===== src/rtl/cvd_link_pkg.sv =====
// Shared definitions for the inter-board turn link: framing constants,
// pose encodings, timing defaults and FSM state encodings.
package cvd_link_pkg;

  localparam logic [7:0] SYNC_BYTE = 8'hA5;
  localparam logic [3:0] CMD_TYPE  = 4'h3;

  localparam logic [1:0] IDX_IDLE  = 2'd0;
  localparam logic [1:0] IDX_AIM   = 2'd1;
  localparam logic [1:0] IDX_THROW = 2'd2;

  localparam int unsigned DEFAULT_HOLD_CYCLES    = 65_000_000;
  localparam int unsigned DEFAULT_TIMEOUT_CYCLES = 650_000;

  typedef logic [1:0] parser_state_t;
  localparam parser_state_t PS_WAIT_SYNC = 2'd0;
  localparam parser_state_t PS_WAIT_CMD  = 2'd1;
  localparam parser_state_t PS_WAIT_CHK  = 2'd2;

  typedef logic [1:0] out_state_t;
  localparam out_state_t OS_IDLE    = 2'd0;
  localparam out_state_t OS_HOLD    = 2'd1;
  localparam out_state_t OS_RELEASE = 2'd2;

  // Index value 3 is reserved and never a legal command.
  function automatic logic cmd_is_legal(input logic [7:0] cmd);
    return (cmd[7:4] == CMD_TYPE) && (cmd[3:2] == 2'b00) && (cmd[1:0] != 2'd3);
  endfunction

endpackage


===== src/rtl/link_frame_parser.sv =====
// Decodes SYNC/CMD/CHK frames from the UART byte stream; flags checksum,
// command and inter-byte timeout errors. Outputs are combinational strobes.
module link_frame_parser
  import cvd_link_pkg::*;
#(
  parameter int unsigned TIMEOUT_CYCLES = DEFAULT_TIMEOUT_CYCLES
) (
  input  logic       clk,
  input  logic       rst,
  input  logic       enable,
  input  logic [7:0] rx_data,
  input  logic       rx_valid,
  output logic       cmd_valid,
  output logic [1:0] cmd_index,
  output logic       err
);

  parser_state_t state_q, state_d;
  logic [7:0]    cmd_q, cmd_d;
  logic [31:0]   gap_q, gap_d;

  always_comb begin
    state_d   = state_q;
    cmd_d     = cmd_q;
    gap_d     = gap_q;
    cmd_valid = 1'b0;
    cmd_index = cmd_q[1:0];
    err       = 1'b0;
    if (!enable) begin
      state_d = PS_WAIT_SYNC;
      cmd_d   = 8'h00;
      gap_d   = 32'd0;
    end else if (rx_valid) begin
      // A byte always beats a coincident timeout expiry.
      gap_d = 32'd0;
      unique case (state_q)
        PS_WAIT_SYNC: begin
          if (rx_data == SYNC_BYTE) state_d = PS_WAIT_CMD;
        end
        PS_WAIT_CMD: begin
          cmd_d   = rx_data;
          state_d = PS_WAIT_CHK;
        end
        PS_WAIT_CHK: begin
          state_d = PS_WAIT_SYNC;
          if ((rx_data == (SYNC_BYTE ^ cmd_q)) && cmd_is_legal(cmd_q)) begin
            cmd_valid = 1'b1;
          end else begin
            err = 1'b1;
          end
        end
        default: state_d = PS_WAIT_SYNC;
      endcase
    end else if (state_q != PS_WAIT_SYNC) begin
      if (gap_q < 32'(TIMEOUT_CYCLES - 1)) begin
        gap_d = gap_q + 32'd1;
      end else begin
        err     = 1'b1;
        state_d = PS_WAIT_SYNC;
        gap_d   = 32'd0;
      end
    end
  end

  always_ff @(posedge clk) begin
    if (rst) begin
      state_q <= PS_WAIT_SYNC;
      cmd_q   <= 8'h00;
      gap_q   <= 32'd0;
    end else begin
      state_q <= state_d;
      cmd_q   <= cmd_d;
      gap_q   <= gap_d;
    end
  end

endmodule


===== src/rtl/remote_throw_rx.sv =====
// Receive side of the turn link: turns decoded frames into the remote
// player's pose index and a fixed-length throw_enable pulse.
module remote_throw_rx
  import cvd_link_pkg::*;
#(
  parameter int unsigned HOLD_CYCLES    = DEFAULT_HOLD_CYCLES,
  parameter int unsigned TIMEOUT_CYCLES = DEFAULT_TIMEOUT_CYCLES
) (
  input  logic       clk,
  input  logic       rst,
  input  logic [7:0] rx_data,
  input  logic       rx_valid,
  input  logic       whose_turn,
  output logic [1:0] index,
  output logic       throw_enable,
  output logic       frame_err
);

  logic       cmd_valid;
  logic [1:0] cmd_index;
  logic       parse_err;

  link_frame_parser #(
    .TIMEOUT_CYCLES(TIMEOUT_CYCLES)
  ) u_parser (
    .clk      (clk),
    .rst      (rst),
    .enable   (whose_turn),
    .rx_data  (rx_data),
    .rx_valid (rx_valid),
    .cmd_valid(cmd_valid),
    .cmd_index(cmd_index),
    .err      (parse_err)
  );

  out_state_t  state_q, state_d;
  logic [31:0] hold_q, hold_d;
  logic [1:0]  index_q, index_d;
  logic        throw_q, throw_d;
  logic        err_q, err_d;

  always_comb begin
    state_d = state_q;
    hold_d  = hold_q;
    index_d = index_q;
    throw_d = throw_q;
    err_d   = parse_err;
    if (!whose_turn) begin
      state_d = OS_IDLE;
      hold_d  = 32'd0;
      index_d = IDX_IDLE;
      throw_d = 1'b0;
      err_d   = 1'b0;
    end else begin
      unique case (state_q)
        OS_IDLE: begin
          if (cmd_valid) begin
            index_d = cmd_index;
            if (cmd_index == IDX_THROW) begin
              throw_d = 1'b1;
              hold_d  = 32'd0;
              state_d = OS_HOLD;
            end
          end
        end
        // Commands decoded while holding or releasing are dropped.
        OS_HOLD: begin
          if (hold_q < 32'(HOLD_CYCLES - 1)) begin
            hold_d = hold_q + 32'd1;
          end else begin
            throw_d = 1'b0;
            state_d = OS_RELEASE;
          end
        end
        OS_RELEASE: begin
          index_d = IDX_IDLE;
          state_d = OS_IDLE;
        end
        default: state_d = OS_IDLE;
      endcase
    end
  end

  always_ff @(posedge clk) begin
    if (rst) begin
      state_q <= OS_IDLE;
      hold_q  <= 32'd0;
      index_q <= IDX_IDLE;
      throw_q <= 1'b0;
      err_q   <= 1'b0;
    end else begin
      state_q <= state_d;
      hold_q  <= hold_d;
      index_q <= index_d;
      throw_q <= throw_d;
      err_q   <= err_d;
    end
  end

  assign index        = index_q;
  assign throw_enable = throw_q;
  assign frame_err    = err_q;

endmodule


===== config.mk =====
export PLATFORM = sky130hd
export DESIGN_NAME = remote_throw_rx
export DESIGN_NICKNAME = d
export VERILOG_FILES = /design/src/rtl/cvd_link_pkg.sv /design/src/rtl/link_frame_parser.sv /design/src/rtl/remote_throw_rx.sv
export SDC_FILE = /design/constraint.sdc
export NUM_CORES = 1
export LEC_CHECK = 0
export ABC_AREA = 1
export CORE_UTILIZATION = 32
export CTS_BUF_LIST = sky130_fd_sc_hd__clkbuf_4 sky130_fd_sc_hd__clkbuf_8
export DETAILED_ROUTE_END_ITERATION = 16
export SLEW_MARGIN = 20
export SYNTH_ARGS = -nofsm -noshare
export SYNTH_HDL_FRONTEND = slang
export SYNTH_HIERARCHICAL = 1
export SYNTH_SLANG_ARGS = --single-unit

===== constraint.sdc =====
create_clock -name clk -period 2 [get_ports clk]
set_clock_uncertainty 0.1 [all_clocks]
set_input_delay 0.3 -clock clk [delete_from_list [all_inputs] [get_ports clk]]
set_output_delay 0.3 -clock clk [all_outputs]
set_load 0.005 [all_outputs]

==> out/metrics.yaml <==
final_common_cell: "nand2_1"
cp-start-kind: "flip-flop"
dp.cells: 867
critPathKind: "flip-flop to flip-flop"
setup_viol: 32
drv_cap: 0
ys_ff_latch: 80
cp_max_fo: 6
port_buffers: 15
hpwlAfterDp_um: 7180
violations: "negative setup slack"
total_power_w: 0.00287
grt_overflow: 0
numCtsBuffers: 9
hp-class: "input pin to flip-flop"
worstPathRequired_ns: 2.15
place_ws_ns: -0.560
syn2layout_area_growth_pct: 24.4
grtUsageTotal: 0.154
synth_cell_type_count: 35
core-area_um2: 13200
final_cell_mix: "nand2_1 (160), nor2_1 (128), dfxtp_1 (77)"
cts_max_level: 3
clkSinkCount: 80
clk_latency_ns: 0.37
tightest_slew_ns: 0.368
drc: 0
root_buffer: "clkbuf_8"
num_antenna_cells: 0
synth_area_um2: 4350
clk_path_buf_depth: 2
die-area_um2: 14000
hold_violations: 0
syn_avg_cell_area_um2: 6.60
drt_iter0_drc: 239
fillCellCount: 1385
fp-row-count: 42
post-route-period-util: 1.06
final_cells: 906
die_x_um: 119
nets: 739
synthesis.instances: 658
hold_buffers: 0
vias_per_cell: 4.60
worst_hold_slack_ns: 0.220
power_density_nw_per_um2: 532
io_pins: 16
antenna_found_initial: 0
start_util: 0.328
end_kind: "flip-flop"
relSlewSlack: 0.752
yosys_warnings: 6
drt_first_pass_iters: 5
slew_viol_final: 0
power.leakage_nw: 1.90
setup_tns_ns: -3.22
ys_seq_area_frac: 0.369
drive_above_1_share: 0.182
grt_max_degree: 24
die_height_um: 119
num_vias: 4165
finalWorstSetupSlack_ns: -0.127
grt_pass1_vias: 3833
vdd.ir_drop.worst_v: 0.000537
routed_wl_um: 10400
cts_tree: "done"
gp_congestion: 0.887
fmax_ghz: 0.470
worst_ep_arrival_time_ns: 2.28
syn-num-nets: 672
ant_nets: 0
cts.clk_slew.worst_paths_ns: 0.09
fin_crit_ns: 2.13
wl_per_cell_um: 11.5
grt_pass1_wl_um: 17600
status: "finished, violations left"
rsz0062_at_grt: "yes"
[metrics by stage]
stage | util | area (um^2)
after floorplan | - | 4370
after global placement | 0.372 | 4930
after detailed placement | 0.372 | 4930
after CTS | 0.401 | 5310
after global routing | 0.408 | 5400
final | 0.408 | 5400
[worst max-delay path, cell delays in order, from the launching register on]
cell	delay, ns
dfxtp_2	0.36
inv_1	0.07
a21oi_2	0.12
nand2_1	0.07
nor2_1	0.13
nand3_2	0.10
nor2_2	0.13
nand3b_1	0.11
or3_4	0.39
nand2_8	0.15
buf_6	0.11
buf_6	0.12
nor3b_2	0.05
[power by group]
part | total (W) | switching [W] | internal (W)
registers | 0.00159 | 0.000000436 | 0.00159
logic | 0.000143 | 0.0000712 | 0.0000720
clock network | 0.00114 | 0.000630 | 0.000508
[per-layer routing]
metal | vias up | GRT usage | part of all wire
met5 | - | 0 | 0
met4 | 0 | 0.0522 | 0.016
met3 | 15 | 0.0405 | 0.039
met2 | 68 | 0.255 | 0.46
met1 | 1852 | 0.194 | 0.48
li1 | 2230 | - | -
[cells by family (layout without fill, tap and decap cells)]
group | Yosys count | count (layout) | synth area share
adder cells (fa/ha/maj) | 2 | 2 | 0.00576
AND/OR/NAND/NOR | 412 | 412 | 0.433
XOR/XNOR | 17 | 17 | 0.0343
flip-flops | 80 | 80 | 0.369
buffers and inverters | 83 | 155 | 0.0821
AO/OA/AOI/OAI | 64 | 64 | 0.0763
[area by class of cell]
| class | instances | area [um^2] | area share |
|---|---|---|---|
| inverters | 63 | 236 | 0.0438 |
| well taps | 176 | 220 | 0.0408 |
| multi-input cells | 495 | 2450 | 0.454 |
| flip-flops and latches | 80 | 1610 | 0.297 |
| repair buffers | 76 | 704 | 0.130 |
| clock inverters | 5 | 38.8 | 0.00718 |
| clock buffers | 11 | 145 | 0.0269 |
[repair_timing]
item | 4_1_cts | 5_1_grt
pin swaps | 4 | 2
gates cloned | 1 | 2
endpoints found under the setup margin | 33 | 35
setup buffers | 19 | 1
resized for setup | 16 | 9
[worst paths after layout]
path / cells after the start / start / slack (ns) / to
worst max-delay path: 12 / u_parser/cmd_q[1] / -0.13 / hold_q[26]
worst min-delay path: 3 / rx_data[7] / 0.22 / u_parser/cmd_q[7]
worst max register to register: 12 / u_parser/cmd_q[1] / -0.13 / hold_q[26]
worst min register to register: 2 / u_parser/gap_q[29] / 0.34 / u_parser/gap_q[29]
[flip-flops by register name (all words and copies together) (netlist names)]
name and cells:
index 2, frame_err 1, state_q 2, u_parser/cmd_q 8
hold_q 32, u_parser/gap_q 32, u_parser/state_q 2, throw_enable 1
[synthesized netlist by cell type]
cell type	count	area share
a21boi_0	1	0.0017
a21oi_1	44	0.051
a21oi_2	1	0.0020
buf_2	3	0.0035
buf_4	7	0.012
buf_6	2	0.0052
clkbuf_1	8	0.0069
clkinv_1	1	0.00086
dfxtp_1	80	0.37
ha_1	2	0.0058
inv_1	56	0.048
inv_2	6	0.0052
nand2_1	162	0.14
nand2_2	7	0.010
nand2_4	3	0.0078
nand3_1	52	0.060
nand3b_1	2	0.0035
nand4_1	10	0.014
nor2_1	129	0.11
nor2_2	2	0.0029
nor2_4	9	0.023
nor3_1	18	0.021
nor3_2	4	0.0092
nor3b_1	2	0.0035
nor3b_2	4	0.012
nor4_1	2	0.0029
nor4_4	1	0.0049
o211ai_1	1	0.0017
o21ai_0	15	0.017
o21ai_1	1	0.0012
o31ai_1	1	0.0017
or2_2	4	0.0058
or3_1	1	0.0014
xnor2_1	7	0.014
xor2_1	10	0.020
(Power assumes the default switching activity.)
